## src/rtl/conv3x3_engine.sv

```systemverilog
// rtl/conv3x3_engine.sv - 3x3 zero-padded convolution engine with runtime-loadable kernels
//
// Ports:
//   clk, reset        rising-edge clock, synchronous active-low reset
//   start, relu_en    frame start pulse (idle only); ReLU select latched at start
//   busy, done        frame in progress; one-cycle completion pulse
//   kw_we/addr/data   weight/bias load port {kernel, slot}, honoured only when idle
//   iaddr, idata      image read port {row,col}; data returns one cycle later
//   cwr, caddr_wr,
//   cdata_wr, csel    layer-memory write port; csel = kernel+1 during a write
module conv3x3_engine #(
  parameter int ADDR_W  = 6,
  parameter int DW      = 20,
  parameter int NUM_KER = 2
) (
  input  logic                  clk,
  input  logic                  reset,
  input  logic                  start,
  input  logic                  relu_en,
  output logic                  busy,
  output logic                  done,
  input  logic                  kw_we,
  input  logic [5:0]            kw_addr,
  input  logic [DW-1:0]         kw_data,
  output logic [2*ADDR_W-1:0]   iaddr,
  input  logic [DW-1:0]         idata,
  output logic                  cwr,
  output logic [2*ADDR_W-1:0]   caddr_wr,
  output logic [DW-1:0]         cdata_wr,
  output logic [2:0]            csel
);

  localparam int ACC_W = 44;
  localparam int RW    = ACC_W - 15;
  localparam logic signed [RW-1:0]  SAT_MAX = RW'((1 << (DW-1)) - 1);
  localparam logic signed [RW-1:0]  SAT_MIN = -SAT_MAX - RW'(1);
  localparam logic signed [ACC_W:0] HALF    = (ACC_W+1)'(1 << 15);

  typedef enum logic [2:0] {S_IDLE, S_FETCH, S_DRAIN, S_WRITE, S_DONE} state_t;

  state_t                 state;
  logic [ADDR_W-1:0]      row, col;
  logic [1:0]             k;
  logic [3:0]             cnt;
  logic                   relu_q;
  logic signed [ACC_W-1:0] acc;

  // Sized for the 4-kernel maximum; banks at or above NUM_KER are never written.
  logic signed [DW-1:0]   weight [4][9];
  logic signed [DW-1:0]   bias   [4];

  logic [1:0] kw_ker;
  logic [3:0] kw_slot;
  assign kw_ker  = kw_addr[5:4];
  assign kw_slot = kw_addr[3:0];

  // Image address of tap t (row-major 3x3), wrapping modulo the image size.
  function automatic logic [2*ADDR_W-1:0] tap_addr(input logic [ADDR_W-1:0] r,
                                                   input logic [ADDR_W-1:0] c,
                                                   input logic [3:0] t);
    logic [ADDR_W-1:0] rr, cc;
    rr = r + ADDR_W'(t / 4'd3) - ADDR_W'(1);
    cc = c + ADDR_W'(t % 4'd3) - ADDR_W'(1);
    return {rr, cc};
  endfunction

  // Tap t lies inside the image (otherwise it is zero padding).
  function automatic logic tap_ok(input logic [ADDR_W-1:0] r,
                                  input logic [ADDR_W-1:0] c,
                                  input logic [3:0] t);
    logic [3:0] dr, dc;
    dr = t / 4'd3;
    dc = t % 4'd3;
    return !((r == '0 && dr == 4'd0) || (&r && dr == 4'd2) ||
             (c == '0 && dc == 4'd0) || (&c && dc == 4'd2));
  endfunction

  logic [3:0]               tap_idx;
  logic signed [DW-1:0]     pix;
  logic signed [2*DW-1:0]   prod;
  logic signed [ACC_W-1:0]  acc_sum, acc_fin;
  logic signed [RW-1:0]     rnd;
  logic [DW-1:0]            sat, result;
  logic [ADDR_W-1:0]        row_n, col_n;

  always_comb begin
    // idata in FETCH cnt belongs to the tap addressed one cycle earlier.
    tap_idx = 4'd0;
    if (state == S_DRAIN)
      tap_idx = 4'd8;
    else if (cnt != 4'd0)
      tap_idx = cnt - 4'd1;
    pix     = tap_ok(row, col, tap_idx) ? idata : '0;
    prod    = weight[k][tap_idx] * pix;
    acc_sum = acc + {{(ACC_W-2*DW){prod[2*DW-1]}}, prod};
    acc_fin = acc_sum + {{(ACC_W-DW-16){bias[k][DW-1]}}, bias[k], 16'b0};
    // Half-up rounding: floor((acc + 2^15) / 2^16), kept one bit wider to avoid wrap.
    rnd     = RW'(($signed({acc_fin[ACC_W-1], acc_fin}) + HALF) >>> 16);
    if (rnd > SAT_MAX)
      sat = SAT_MAX[DW-1:0];
    else if (rnd < SAT_MIN)
      sat = SAT_MIN[DW-1:0];
    else
      sat = rnd[DW-1:0];
    result = (relu_q && sat[DW-1]) ? '0 : sat;
    col_n  = col + ADDR_W'(1);
    row_n  = (&col) ? row + ADDR_W'(1) : row;
  end

  always_ff @(posedge clk) begin
    if (!reset) begin
      state    <= S_IDLE;
      busy     <= 1'b0;
      done     <= 1'b0;
      cwr      <= 1'b0;
      csel     <= 3'd0;
      iaddr    <= '0;
      caddr_wr <= '0;
      cdata_wr <= '0;
      row      <= '0;
      col      <= '0;
      k        <= 2'd0;
      cnt      <= 4'd0;
      acc      <= '0;
      relu_q   <= 1'b0;
      for (int i = 0; i < 4; i++) begin
        bias[i] <= '0;
        for (int j = 0; j < 9; j++)
          weight[i][j] <= '0;
      end
    end else begin
      // Loads are accepted in IDLE, including the cycle start is taken.
      if (state == S_IDLE && kw_we && 32'(kw_ker) < NUM_KER && kw_slot <= 4'd9) begin
        if (kw_slot == 4'd9)
          bias[kw_ker] <= kw_data;
        else
          weight[kw_ker][kw_slot] <= kw_data;
      end

      case (state)
        S_IDLE: begin
          if (start) begin
            state  <= S_FETCH;
            busy   <= 1'b1;
            relu_q <= relu_en;
            row    <= '0;
            col    <= '0;
            k      <= 2'd0;
            cnt    <= 4'd0;
            iaddr  <= tap_addr('0, '0, 4'd0);
          end
        end
        S_FETCH: begin
          if (cnt == 4'd0)
            acc <= '0;
          else
            acc <= acc_sum;
          if (cnt == 4'd8) begin
            state <= S_DRAIN;
          end else begin
            cnt   <= cnt + 4'd1;
            iaddr <= tap_addr(row, col, cnt + 4'd1);
          end
        end
        S_DRAIN: begin
          state    <= S_WRITE;
          cwr      <= 1'b1;
          csel     <= 3'(k) + 3'd1;
          caddr_wr <= {row, col};
          cdata_wr <= result;
        end
        S_WRITE: begin
          cwr  <= 1'b0;
          csel <= 3'd0;
          cnt  <= 4'd0;
          if (32'(k) < NUM_KER - 1) begin
            k     <= k + 2'd1;
            state <= S_FETCH;
            iaddr <= tap_addr(row, col, 4'd0);
          end else begin
            k   <= 2'd0;
            col <= col_n;
            row <= row_n;
            if (&row && &col) begin
              state <= S_DONE;
              done  <= 1'b1;
              busy  <= 1'b0;
            end else begin
              state <= S_FETCH;
              iaddr <= tap_addr(row_n, col_n, 4'd0);
            end
          end
        end
        S_DONE: begin
          done  <= 1'b0;
          state <= S_IDLE;
        end
        default: state <= S_IDLE;
      endcase
    end
  end

endmodule

```

## config.mk

```make
export PLATFORM = sky130hd
export DESIGN_NAME = conv3x3_engine
export DESIGN_NICKNAME = d
export VERILOG_FILES = /design/src/rtl/conv3x3_engine.sv
export SDC_FILE = /design/constraint.sdc
export NUM_CORES = 2
export LEC_CHECK = 0
export ABC_CLOCK_PERIOD_IN_PS = 20900
export CORE_UTILIZATION = 25
export DETAILED_ROUTE_END_ITERATION = 16
export GPL_ROUTABILITY_DRIVEN = 0
export GPL_TIMING_DRIVEN = 0
export PLACE_DENSITY = 0.48
export SLEW_MARGIN = 20
export SYNTH_ARGS = -nofsm -noshare
export SYNTH_HDL_FRONTEND = slang
export SYNTH_SLANG_ARGS = --single-unit
```

## constraint.sdc

```tcl
create_clock -name clk -period 20.9 [get_ports clk]
set_clock_uncertainty 0.1 [all_clocks]
set_input_delay 3.135 -clock clk [delete_from_list [all_inputs] [get_ports clk]]
set_output_delay 3.135 -clock clk [all_outputs]
set_load 0.01 [all_outputs]
```

# Word level (Yosys, flattened, before mapping)
# Memories as Yosys holds them, arrays and structs flattened. A register that Yosys moved wholly into a read port is not among the register bits.
# Index checks and enable logic that the tools add are counted.
[word_totals]
input_bits = 51
wordCells = 160
n_memories = 2
out_inout_bits = 50
ram_bits = 800
register_bits = 116
[op_classes]
div = 4
mul = 1
n_lt_le_gt_ge = 8
n_reduce_logical = 36
bitwise_logic = 2
addsub = 17
mux = 62
n_eq_ne = 14
[mem_list]
columns = ["memory", "words", "word_bits", "rd", "rd_clocked_by_memory_dff", "wr", "line_no", "text"]
rows = [
  ["weight", 4, 180, 1, 1, 4, "49", "logic signed [DW-1:0] weight [4][9];"],
  ["bias", 4, 20, 1, 1, 4, "50", "logic signed [DW-1:0] bias [4];"],
]
[ops]
columns = ["op", "n"]
rows = [
  ["$mux 180", 3],
  ["$reduce_or 180->1", 1],
  ["$mux 20", 8],
  ["$add 44x44->44", 2],
  ["$bmux 20 s4", 1],
  ["$demux 20 s4", 1],
  ["$mux 12", 4],
  ["$add 44x17->45 const B", 1],
  ["$mux 44", 1],
  ["$mul 20x20->40", 1],
  ["$pmux 12 s3", 1],
  ["$sub 6x1->6 const B", 6],
  ["$gt 29x20->1 const B", 1],
  ["$lt 29x20->1 const B", 1],
  ["$mux 6", 4],
  ["$pmux 6 s2", 2],
  ["$reduce_or 20->1", 1],
  ["$mux 2", 8],
  ["$mux 4", 4],
  ["$mux 1", 14],
  ["$add 6x1->6 const B", 2],
  ["$add 6x6->6", 2],
  ["$logic_not 4->1", 3],
  ["$logic_not 6->1", 2],
  ["other kinds (37)", 70],
]

# Longest topological paths before layout
[depth]
depth_word = 19
ltp_mapped = 80
depth_no_buf = 75

# Worst setup path after synthesis
# Ideal clock, no wire load.
[synth_timing]
path_type = "register to register"
start = "register cnt[0]"
end = "register cdata_wr[8]"
path_buffers = 4
stages_incl_launch_ff = 74
setup_ps = 122
required_ps = 20678
synth_period_minus_slack_ps = 15922
setup_slack_ps = 4978
t_arrival_ps = 15700
path_cell_list = "dfxtp_1 inv_2 ha_1 nor2b_1 nor3b_1 o21ai_0 nand2b_1 clkbuf_1 inv_1 ha_1 inv_1 ha_1 o31a_1 nor2_1 a21oi_1 ha_1 nand2_1 o21ai_0 [... 38 more ...] o21a_1 o21ai_0 nand2b_1 a21oi_1 xnor2_1 ha_1 and2_1 nand3_1 or3b_2 o21ba_2 a311oi_1 and3_1 and4_1 a211oi_1 o41ai_4 a21oi_2 buf_2 a221o_1"
[synth_between]
elab_chain_cells = 19
elab_cells_between_ends = 32
classes_between = "4 x add/sub; 1 x mul; 2 x div; 2 x order compare; 2 x eq/ne; 9 x mux; 1 x bitwise; 11 x reduce/logical"
[synth_lines]
columns = ["element", "line_no", "text"]
rows = [
  ["start, declared", "44", "logic [3:0] cnt;"],
  ["start signal, assigned", "161", "cnt <= cnt + 4'd1;"],
  ["$sub 4x1->4 or $reduce_bool 4->1 (tied branches)", "92, 91", ""],
  ["$mux 4 *", "91", "else if (cnt != 4'd0)"],
  ["$mux 4 *", "89", "if (state == S_DRAIN)"],
  ["$div 4x2->4", "72", "dr = t / 4'd3;"],
  ["$eq 4x2->1 or $logic_not 4->1 (tied branches)", "74", "return !((r == '0 && dr == 4'd0) || (&r && dr == 4'd2) ||"],
  ["$logic_and 1x1->1", "74", ""],
  ["$logic_or 1x1->1 (2 in a row)", "74", ""],
  ["$logic_or 1x1->1", "75", "(c == '0 && dc == 4'd0) || (&c && dc == 4'd2));"],
  ["[... 2 more ...]", "-", ""],
  ["$add 44x44->44 *", "95", "acc_sum = acc + {{(ACC_W-2*DW){prod[2*DW-1]}}, prod};"],
  ["$add 44x44->44 *", "96", "acc_fin = acc_sum + {{(ACC_W-DW-16){bias[k][DW-1]}}, bias[k], 16'b0};"],
  ["$add 44x17->45 *", "98", "rnd = RW'(($signed({acc_fin[ACC_W-1], acc_fin}) + HALF) >>> 16);"],
  ["$lt 29x20->1", "101", "else if (rnd < SAT_MIN)"],
  ["$mux 20", "101", ""],
  ["$mux 20 *", "99", "if (rnd > SAT_MAX)"],
  ["$logic_and 1x1->1", "105", "result = (relu_q && sat[DW-1]) ? '0 : sat;"],
  ["$mux 20 *", "105", ""],
  ["end signal, assigned", "170", "cdata_wr <= result;"],
  ["end, declared", "29", "output logic [DW-1:0] cdata_wr,"],
]
# Every way passes the cells marked *; elsewhere a longest branch is shown, timed or not. The select of a mux whose other input is x is not followed.
# A chain may end at the register's enable or synchronous reset.

# Worst setup path in the final report
[layout_timing]
start = "register cnt[0]"
end = "register cdata_wr[11]"
# The elaborated chain is that of the path after synthesis.

==> results.ini <==
[routing]
avgRoutedWirePerCell_um=22.17
vias=40007
dr.pass1.iters=6
post-route-drc-count=0
first_iter_violations=3382
antenna_left=0
wl_um=196200
drt-vias-per-instance=4.520

[floorplanning]
core_sq_um=235600
dieWidth_um=489.3
ios=101
start_util=0.2519
num_rows=178
die-area_sq_um=239400
die_h_um=489.3

[sta]
post-route-period-util=0.9444
finalMaxSlewViolations=0
fin_crit_ns=19.74
setup_violations=0
relSlewSlack=0.1915
hold_viol_final=0
worstMarginPinSlew_ns=1.213
max_freq_mhz=50.66

[global_routing]
grt_pass1_wl_um=283700
gr-total-overflow=0
grt_max_degree=21
track_usage=0.1640
grt_pass1_vias=40763
antenna_found_initial=27

[synth]
synth-seq-area-share=0.4445
ys_types=91
yosys_warnings=0
dominantRegCellSynth=edfxtp_1
syn_area_sq_um=59360
async_flop_share=0
synth_cells=5019
synth_seq_cells=918
synth_area_per_cell_sq_um=11.83
synth-edff-count=800

[worst_setup_path]
cp.depth=69
cpMaxStageDelayCell=a2111oi_1
path_delay_family=compound AO/OA/AOI/OAI gates
r2r_setup_slack_ns=1.16
cp.arrival_ns=20.24
crit_type=reg2reg
reg2reg_depth=69
required_ns=21.40
cp_max_fo=10
endpoint_kind=flip-flop
cpPeakStageDelay_ns=0.76
cp-start-kind=flip-flop
cp_num_buf_inv=14

[clocking]
htree_levels=3
post-cts-setup-buffer-count=0
cts_sinks=918
clockBufferDepth=3
root_buffer=clkbuf_16
clk_pin_slew_worst_paths_ns=0.06
clk_latency_ns=0.76
cts_tree=done
cts_buffers=99

[run]
cap_violations=0

[run_status]
status=finished, final reports clean

[worst_hold_path]
min_path_type=reg2reg
hold_depth=2

[layout]
final_area_sq_um=69470
drive_above_1_share=0.1091
area_growth_pct=17.03
final_nets=6308
finish.utilization=0.2948
fillCellCount=24369

[place]
port_buffers=96
placed_area_sq_um=66290
dp_hpwl_um=146800

## cell usage in the layout, fill, tap and decap left out, drive strengths merged, types with 182 or more instances in the layout
master	instances
and2	398
ha	219
clkbuf	397
nor2	414
inv	612
nand2	265
fa	424
conb	380
or2	182
edfxtp	800
mux4	200
## final timing paths
path	startpoint	to
worst max-delay path	cnt[0]	cdata_wr[11]
worst min-delay path	caddr_wr[5]	caddr_wr[5]
worst max register to register	cnt[0]	cdata_wr[11]
worst min register to register	caddr_wr[5]	caddr_wr[5]
## cells by family after synthesis
family	share of synthesized area
AOI/OAI and AO/OA	0.06833
xor gates and xnor gates	0.02325
adders and majority gates	0.1891
buffers and inverters	0.05813
DFF	0.4445
muxes	0.07866
other	0.00006317
and+or+nand+nor	0.1379
## worst min-delay path, delay by kind of cell, from the launching register on
kind	cells	cell delay, ns
flops	1	0.31
compound gates	1	0.05
simple gates	1	0.05
## metrics by stage
stage	worst slack [ns]	TNS, ns	hold WS [ns]	instances
floorplan	4.978	0	0.3362	5398
global placement	-0.3005	-3.717	0.3505	8644
detailed placement	0.4554	0	0.3492	8663
CTS	0.3924	0	0.3570	8840
global route	-0.005480	-0.005480	0.3797	8843
finish	1.161	0	0.3572	8851
## synthesized netlist by cell type (all sizes together), types with 7 or more instances
library cell  number  area (sq um)
a211oi            56         445.4
nor2             414          1562
or2              182          1139
nor3b              7         52.55
o21bai             8         63.81
or3               12         75.07
nand2            265         994.7
a22oi             39         292.8
a21o              54         405.4
dfxtp            118          2362
a221o             17         170.2
mux2i             12         120.1
a21boi             7         52.55
ha               219          2740
nor2b             76         475.5
fa               424          8488
nor4               8         56.30
a31oi             53         337.8
nand2b            34         212.7
o21a              22         165.2
mux4             200          4504
a21oi            141         709.4
edfxtp           800         24020
nand4             15         93.84
xnor2            106         928.4
nor3              46         230.2
nand3             43         215.2
xor2              49         429.2
inv              608          2282
o211ai             7         66.31
buf               35         146.4
and2             398          2490
a221oi             9         78.83
o21ai             91         455.4
clkbuf           271          1018
o221ai            20         175.2
and3              50         312.8
## sequential cells by signal, indices dropped and copies added (netlist names), named ones only
| register | cells |
|---|---|
| acc | 44 |
| bias | 80 |
| busy | 1 |
| caddr_wr | 12 |
| cdata_wr | 20 |
| cnt | 4 |
| col | 6 |
| csel | 3 |
| cwr | 1 |
| done | 1 |
| iaddr | 12 |
| k | 2 |
| relu_q | 1 |
| row | 6 |
| state | 3 |
| weight | 720 |
## final cells by class
type                    instances  area, sq um  share of cell area
plain buffers                 306         1194             0.01718
clock inverters                55        544.3            0.007834
inverters                     609         2286             0.03290
diodes                         11        27.53           0.0003962
well taps                    3150         3941             0.05673
clock buffers                 122         2574             0.03705
repair buffers                115         1349             0.01941
multi-input cells            3565        31170              0.4487
flip-flops and latches        918        26390              0.3798
## what timing repair did
item                                   4_1_cts  5_1_grt
setup endpoints to repair                    0       19
hold buffers                                 0        0
resized for setup                            0        7
endpoints found under the hold margin        0        0
## routing by layer
layer | track usage | wire (um) | vias to the layer above
met4 | 0.05285 | 6180 | 6
met5 | 0 | 46 | -
li1 | - | - | 18021
met1 | 0.2197 | 84980 | 20514
met3 | 0.02609 | 12590 | 250
met2 | 0.2693 | 92410 | 1216
Power is not shown: default switching activity piles up to over one toggle a cycle in this logic, so the estimate is an artifact.
